===== src/rtl/ni_rx_vc_arbiter.sv =====
// Receive side of the neuron NI: per-VC flit FIFOs, credit return, wormhole-locked
// round-robin packet arbitration and a registered valid/ready port to the spike decoder.

module ni_rx_vc_fifo #(
  parameter int W  = 38,
  parameter int AW = 3
) (
  input  logic         clk,
  input  logic         clr,
  input  logic         push,
  input  logic         pop,
  input  logic [W-1:0] din,
  output logic [W-1:0] dout,
  output logic         empty,
  output logic         full
);
  logic [W-1:0] mem [2**AW];
  logic [AW:0]  wp, rp;

  always_ff @(posedge clk) begin
    if (clr) begin
      wp <= '0;
      rp <= '0;
    end else begin
      if (push) wp <= wp + 1'b1;
      if (pop)  rp <= rp + 1'b1;
    end
  end

  always_ff @(posedge clk) begin
    if (push) mem[wp[AW-1:0]] <= din;
  end

  assign dout  = mem[rp[AW-1:0]];
  assign empty = (wp == rp);
  assign full  = (wp[AW] != rp[AW]) && (wp[AW-1:0] == rp[AW-1:0]);
endmodule

module ni_rx_vc_arbiter #(
  parameter int VIRTUAL_CHANNEL = 4,
  parameter int PAYLOAD_WIDTH   = 32,
  parameter int FIFO_AW         = 3,
  parameter int TYPE_WIDTH      = 3,
  localparam int FLIT_WIDTH     = 2 + VIRTUAL_CHANNEL + PAYLOAD_WIDTH
) (
  input  logic                       neuron_clk,
  input  logic                       neuron_rst,
  input  logic                       start,
  input  logic                       flit_in_wr,
  input  logic [FLIT_WIDTH-1:0]      flit_in,
  output logic [VIRTUAL_CHANNEL-1:0] credit_out,
  output logic [FLIT_WIDTH-1:0]      flit_to_decoder,
  output logic                       flit_valid,
  input  logic                       decoder_ready,
  output logic [TYPE_WIDTH-1:0]      packet_type,
  output logic                       activate_decoder,
  output logic                       stall_decoder,
  output logic                       overflow_err,
  output logic                       proto_err
);
  localparam int VW = $clog2(VIRTUAL_CHANNEL);
  localparam logic [0:0] IDLE   = 1'b0;
  localparam logic [0:0] LOCKED = 1'b1;
  localparam logic [1:0] HDR_HEAD = 2'b10;
  localparam logic [1:0] HDR_TAIL = 2'b01;

  logic                                        clr;
  logic [VIRTUAL_CHANNEL-1:0]                  vc_field, push_vec, pop_vec, empty, full;
  logic [VIRTUAL_CHANNEL-1:0][FLIT_WIDTH-1:0]  fifo_dout;
  logic                                        vc_onehot, wr_err, can_pop, idle_found;
  logic [VW-1:0]                               rr_ptr, lock_vc, idle_sel, sel, cand;
  logic [0:0]                                  state;
  logic [FLIT_WIDTH-1:0]                       head;
  logic [1:0]                                  head_hdr;

  assign clr       = !neuron_rst || start;
  assign vc_field  = flit_in[FLIT_WIDTH-3 -: VIRTUAL_CHANNEL];
  assign vc_onehot = (vc_field != '0) && ((vc_field & (vc_field - 1'b1)) == '0);
  // Fullness is the pre-pop view, so a write to a full FIFO drops even if it pops now.
  assign wr_err    = flit_in_wr && (!vc_onehot || (|(vc_field & full)));

  for (genvar v = 0; v < VIRTUAL_CHANNEL; v++) begin : g_vc
    assign push_vec[v] = flit_in_wr && vc_onehot && vc_field[v] && !full[v] && !clr;
    ni_rx_vc_fifo #(.W(FLIT_WIDTH), .AW(FIFO_AW)) u_fifo (
      .clk  (neuron_clk),
      .clr  (clr),
      .push (push_vec[v]),
      .pop  (pop_vec[v]),
      .din  (flit_in),
      .dout (fifo_dout[v]),
      .empty(empty[v]),
      .full (full[v])
    );
  end

  // Round-robin search starts one past the last granted VC and ends on it.
  always_comb begin
    idle_sel   = '0;
    idle_found = 1'b0;
    cand       = '0;
    for (int k = 1; k <= VIRTUAL_CHANNEL; k++) begin
      cand = VW'((int'(rr_ptr) + k) % VIRTUAL_CHANNEL);
      if (!idle_found && !empty[cand]) begin
        idle_found = 1'b1;
        idle_sel   = cand;
      end
    end
  end

  assign sel        = (state == LOCKED) ? lock_vc : idle_sel;
  assign can_pop    = (!flit_valid || decoder_ready) && !empty[sel] && !clr;
  assign pop_vec    = can_pop ? ({{(VIRTUAL_CHANNEL-1){1'b0}}, 1'b1} << sel) : '0;
  assign credit_out = pop_vec;
  assign head       = fifo_dout[sel];
  assign head_hdr   = head[FLIT_WIDTH-1 -: 2];

  always_ff @(posedge neuron_clk) begin
    if (clr) begin
      state           <= IDLE;
      rr_ptr          <= '0;
      lock_vc         <= '0;
      flit_to_decoder <= '0;
      flit_valid      <= 1'b0;
      overflow_err    <= 1'b0;
      proto_err       <= 1'b0;
    end else begin
      if (wr_err) overflow_err <= 1'b1;
      if (can_pop) begin
        flit_to_decoder <= head;
        flit_valid      <= 1'b1;
        if (state == IDLE) begin
          if (head_hdr == HDR_HEAD) begin
            state   <= LOCKED;
            lock_vc <= sel;
          end else begin
            rr_ptr <= sel;
            if (!head_hdr[1]) proto_err <= 1'b1;
          end
        end else begin
          if (head_hdr == HDR_TAIL) begin
            state  <= IDLE;
            rr_ptr <= sel;
          end else if (head_hdr[1]) begin
            proto_err <= 1'b1;
          end
        end
      end else if (decoder_ready) begin
        flit_valid <= 1'b0;
      end
    end
  end

  assign packet_type      = flit_to_decoder[PAYLOAD_WIDTH-1 -: TYPE_WIDTH];
  assign activate_decoder = flit_valid && flit_to_decoder[FLIT_WIDTH-1];
  assign stall_decoder    = (state == LOCKED) && empty[lock_vc] && !flit_valid;
endmodule

===== config.mk =====
export PLATFORM = sky130hd
export DESIGN_NAME = ni_rx_vc_arbiter
export DESIGN_NICKNAME = d
export VERILOG_FILES = /design/src/rtl/ni_rx_vc_arbiter.sv
export SDC_FILE = /design/constraint.sdc
export NUM_CORES = 1
export LEC_CHECK = 0
export BUFFER_PORTS_ARGS = -buffer_cell sky130_fd_sc_hd__buf_4
export CAP_MARGIN = 10
export CORE_MARGIN = 2
export CORE_UTILIZATION = 50
export DETAILED_ROUTE_END_ITERATION = 8
export GPL_TIMING_DRIVEN = 0
export PLACE_DENSITY = 0.63
export REMOVE_ABC_BUFFERS = 1
export SLEW_MARGIN = 20
export SYNTH_ARGS = -nofsm -noshare
export SYNTH_HDL_FRONTEND = slang
export SYNTH_SLANG_ARGS = --single-unit

===== constraint.sdc =====
create_clock -name neuron_clk -period 8.86 [get_ports neuron_clk]
set_input_delay 1.329 -clock neuron_clk [delete_from_list [all_inputs] [get_ports neuron_clk]]
set_output_delay 1.329 -clock neuron_clk [all_outputs]
set_load 0.05 [all_outputs]

* Yosys cells after proc, flatten, opt, wreduce, memory -nomap -nowiden
Memories as Yosys holds them, arrays and structs flattened. A register that Yosys moved wholly into a read port is not among the register bits. Index checks and enable logic that the tools add are counted.
Cells by class: eq/ne operators 19, add/subtract/negate cells 13, bitwise logic cells 3, multiplexer cells 52, reduce and logical (&&, ||, !) cells 51, order comparisons 6, shift-type cells 1
Operators with widths (count):
- $bmux W38 S2 | 1
- $mux W38 | 1
- $add A4 B1 Y4 const B | 8
- $logic_and A1 B1 Y1 | 27
- $mux W1 | 27
- $mux W3 | 8
- $lt A2 B3 Y1 const B | 6
- $eq A4 B4 Y1 | 4
- $mux W2 | 8
- $logic_not A1 Y1 | 14
- $bmux W1 S2 | 6
- $eq A3 B3 Y1 | 4
- $and A4 B4 Y4 | 2
- $ne A2 B2 Y1 const B | 3
- $reduce_and A3 Y1 | 2
- $reduce_and A5 Y1 | 1
- $add A2 B1 Y2 const B | 2
- $add A2 B2 Y2 const B | 2
- $logic_not A4 Y1 | 1
- $mux W4 | 1
- $ne A1 B1 Y1 | 4
- $ne A2 B1 Y1 const B | 2
- $reduce_bool A4 Y1 | 1
- $reduce_or A4 Y1 | 1
- other kinds (7) | 9
Word-level totals: memories kept 4, bits of input ports 43, output and inout bits 50, bits in writable memories 1216, word-level logic and storage cells 164, register bits after elaboration 78
Memories:
- g_vc[0].u_fifo.mem | words 8, width 38, read ports 1, clocked after Yosys merged registers in 1, write ports 1, line 17 | logic [W-1:0] mem [2**AW];
- g_vc[1].u_fifo.mem | words 8, width 38, read ports 1, clocked after Yosys merged registers in 1, write ports 1, line 17
- g_vc[2].u_fifo.mem | words 8, width 38, read ports 1, clocked after Yosys merged registers in 1, write ports 1, line 17
- g_vc[3].u_fifo.mem | words 8, width 38, read ports 1, clocked after Yosys merged registers in 1, write ports 1, line 17

* Depth between registers and ports, before layout
word-level depth 21, depth in mapped cells 13

* By module
Synthesis repeated with hierarchy kept, for this count alone.
Unflattened totals: cells, all modules 2360, area, all modules 50402.1 um^2
Modules (own cells, without submodules):
- ni_rx_vc_fifo | area an instance 11878.9 um^2, instances 4, seq. area each 9349.0 um^2, cells an instance 496
- ni_rx_vc_arbiter | area an instance 2886.5 um^2, instances 1, seq. area each 920.9 um^2, cells an instance 376

* Worst setup path after synthesis
No wires, ideal clock.
kind input -> register, from in neuron_rst, to mem g_vc[3].u_fifo.mem[4][0], enable pin, path buffers 0, setup slack 2208 ps, cell stages on the path 5, data arrival time 6111 ps, data required time 8319 ps, cell sequence nor2b_1 -> nand2_1 -> a21oi_1 -> nand3_1 -> nor4b_1
Between the ends: word-level cells in the longest chain between the ends 6
Ends and longest elaborated chain:
- start, declared | line 47 | input logic neuron_rst,
- $logic_not A1 Y1 | line 76 | assign clr = !neuron_rst || start;
- $logic_or A1 B1 Y1 | line 76
- $logic_not A1 Y1 | line 83 | assign push_vec[v] = flit_in_wr && vc_onehot && vc_field[v] && !full[v] && !clr;
- $logic_and A1 B1 Y1 | line 83
- $mux W1 | line 31 | if (push) mem[wp[AW-1:0]] <= din;
- $mux W1 (not written as such) | line 31
- end, declared | line 17
No other way between the ends.

* Worst setup path after layout
from reg g_vc[1].u_fifo.wp[0], to out credit_out[1]
Between the ends: word-level cells in the longest chain between the ends 19
Ends and longest elaborated chain:
- start, declared | line 18 | logic [AW:0] wp, rp;
- start signal, assigned | line 25 | if (push) wp <= wp + 1'b1;
- $eq A4 B4 Y1 * | line 35 | assign empty = (wp == rp);
- $bmux W1 S2 | line 103 | if (!idle_found && !empty[cand]) begin
- $mux W1 (not written as such) | line 103
- $logic_not A1 Y1 | line 103
- $logic_and A1 B1 Y1 | line 103
- $mux W1 | line 103
- $logic_not A1 Y1 | line 103
- $logic_and A1 B1 Y1 | line 103
- [... 2 more ...]
- $logic_and A1 B1 Y1 | line 103
- $mux W2 | line 103
- $mux W2 | line 110 | assign sel = (state == LOCKED) ? lock_vc : idle_sel;
- $bmux W1 S2 | line 111 | assign can_pop = (!flit_valid || decoder_ready) && !empty[sel] && !clr;
- $mux W1 (not written as such) | line 111
- $logic_not A1 Y1 | line 111
- $logic_and A1 B1 Y1 (2 in a row) | line 111
- $mux W4 * | line 112 | assign pop_vec = can_pop ? ({{(VIRTUAL_CHANNEL-1){1'b0}}, 1'b1} << sel) : '0;
- end, declared | line 51 | output logic [VIRTUAL_CHANNEL-1:0] credit_out,
Mark *: on every way between the ends. The rest lies on a longest branch, timed or not. The select of a mux whose other input is x is not followed.

==> flow_summary.ini <==
[outcome]
outcome = finished, final reports clean

[worst_setup_path]
end_kind = output port
worstPathMaxFanout = 21
start_kind = register
crit_required_ns = 7.53
crit_type = register to output port
critPathArrivalTime_ns = 4.33

[final_layout]
n_antenna_cell = 0
fin_nets = 2786
final_cells = 4146
drive_gt1_share_pct = 31.1
nFillCells = 7140
area_growth_syn_to_layout_pct = 17.2

[clocking]
hold_buffers = 0
htree_levels = 4
cts_made_buffers = 135
cts.sink_count = 1306
ctsResizeCount = 0
clk_pin_slew_worst_paths_ns = 0.06
clk_latency_ns = 0.74
cts_setup_buffers = 0
root_buffer = clkbuf_16
cts.path.max_buffers = 3
cts_tree = done

[timing]
fmax_mhz = 177
min_period_over_period_pct = 63.9
setup-tns-final_ns = 0
setup_viol = 0
hold_viol_final = 0
grt_setup_unrepaired = no
hold_ws_ns = 0.482
postLayoutSetupSlackWorst_ns = 3.20
final_max_slew_viol_count = 0
tightest_slew_ns = 0.819
fin_crit_ns = 5.66
slew_headroom_pct = 45.2
finClkSkew_ns = 0.0287

[worst_hold_path]
hold_path_class = register to register

[floorplanning]
dieWidth_um = 322
die_area_um2 = 103000
rows = 116
ioPinCount = 93
core_area_um2 = 100000
die_h_um = 322
initial_core_util_pct = 50.4

[global_route]
grt.overflow.total = 0
grt_pass1_vias = 25800
antenna_found_initial = 2
grtUsageMet2_pct = 36.0
use_met1_pct = 35.7
grt_start_max_net_pins = 45
top_usage_layer = met2
met3_usage_pct = 4.09
grt_pass1_wl_um = 175000
grt_usage_pct = 23.7

[synthesis]
synth-edff-count = 1216
yosysMostFrequentCell = edfxtp_1
ys_ff_latch = 1306
synth_area_leader_cell = edfxtp_1
synth_cells = 2446
ys_top_cells_by_count = 1216 x edfxtp_1, 304 x mux4_2, 102 x nor2_1
yosysWarnings = 0
synthFlopType = edfxtp_1
async_flop_share_pct = 0
syn_avg_cell_area_um2 = 20.6
syn_area_um2 = 50400
synth.distinct_cells = 59
ys_seq_area_share_pct = 76.0
yosys-top-cells-area = edfxtp_1 72%, mux4_2 14%, dfxtp_1 3.6%
yosys.area.top_type_share_pct = 72.4

[pwr]
power.leakage_uw = 0.0184
ir_drop_v = 0.000158
cellPowerDensity_nw_per_um2 = 209
p_total_uw = 12400

[placed_design]
dp_slack_ns = 3.74
gp_congestion = 0.770
dp_hpwl_um = 80300
port_buffers = 92
dp.cells = 3896

[detailed_routing]
wire_per_inst_um = 29.0
drt_first_pass_iters = 5
routed_via_density = 6.16
vias = 25500
wl_um = 120000
drc_errors = 0
ant_nets = 0
first_iter_violations = 2855

[run]
drv_cap = 0
-- cells in the final DEF (no fill, tap or decap), drive strengths merged, types with 12 or more instances in the layout --
cell    instances
nor2          103
xnor2          25
a21oi          14
a31oi          25
dfxtp          90
nor3           34
clkinv         65
mux2           26
clkbuf        169
mux2i          93
buf           300
a211oi         76
o21ai          25
nor2b          41
nand2         100
mux4          304
a311oi         14
nor3b          12
xor2           16
edfxtp       1216
-- metal layers --
layer | part of all wire, % | wire length, µm
met1 | 44 | 52300
met2 | 46 | 55700
met3 | 7.8 | 9350
met4 | 2.3 | 2700
met5 | 0.019 | 23
-- logic make-up (layout without fill, tap and decap cells) --
family                     count (synthesis)  in the layout  share of synthesized area (%)
AOI/OAI and AO/OA                        177            177                           2.57
muxes                                    423            423                           16.0
buffers and inverters                    154            556                           1.34
DFF                                     1306           1306                           76.0
xor gates and xnor gates                  41             41                          0.712
and+or+nand+nor                          336            336                           3.19
adders and majority gates                  9              9                          0.221
-- state kept, by name, indices dropped and copies added, names as in the netlist, named ones only --
| signal | cells |
|---|---|
| g_vc.u_fifo.mem | 1216 |
| flit_to_decoder | 38 |
| g_vc.u_fifo.rp | 16 |
| g_vc.u_fifo.wp | 16 |
| lock_vc | 2 |
| rr_ptr | 2 |
| flit_valid | 1 |
| overflow_err | 1 |
| proto_err | 1 |
| state | 1 |
-- worst paths after layout --
| kind | start | endpoint | slack, ns | depth (start not counted) |
|---|---|---|---|---|
| setup / recovery | g_vc[1].u_fifo.wp[0] | credit_out[1] | 3.20 | 8 |
| hold / removal | overflow_err | overflow_err | 0.48 | 2 |
| setup reg to reg | g_vc[1].u_fifo.wp[0] | flit_to_decoder[33] | 4.76 | 10 |
| hold reg to reg | overflow_err | overflow_err | 0.48 | 2 |
-- per-stage QoR --
stage,utilization (%),cell area [µm²]
4_1_cts,59.1,59100
2_1_floorplan,-,49800
5_1_grt,59.1,59100
6_report,59.1,59100
3_5_place_dp,54.8,54900
3_3_place_gp,52.1,52100
-- cell type report --
| type | instances | area (µm²) | share of cell area [%] |
|---|---|---|---|
| clock buffers | 169 | 3650 | 6.17 |
| clock inverters | 81 | 636 | 1.07 |
| flip-flops and latches | 1306 | 38400 | 64.9 |
| repair buffers | 300 | 3170 | 5.36 |
| well taps | 1298 | 1620 | 2.75 |
| inverters | 6 | 22.5 | 0.0381 |
| multi-input cells | 986 | 11700 | 19.7 |
-- report_power, final --
| group | internal (µW) | leakage (µW) | switching (µW) |
|---|---|---|---|
| logic | 38.5 | 0.00465 | 117 |
| clock network | 3160 | 0.00211 | 2320 |
| registers | 6740 | 0.0117 | 2.65 |
-- critical path, cell delays in order, from the launching register on --
cell and delay, ns:
dfxtp_1 0.60, xor2_1 0.21, nor4_4 0.56, and3_1 0.26
o2111ai_1 0.26, nand2_1 0.58, and3_2 0.62, buf_12 0.24
buf_4 0.23
(Power assumes the default switching activity.)
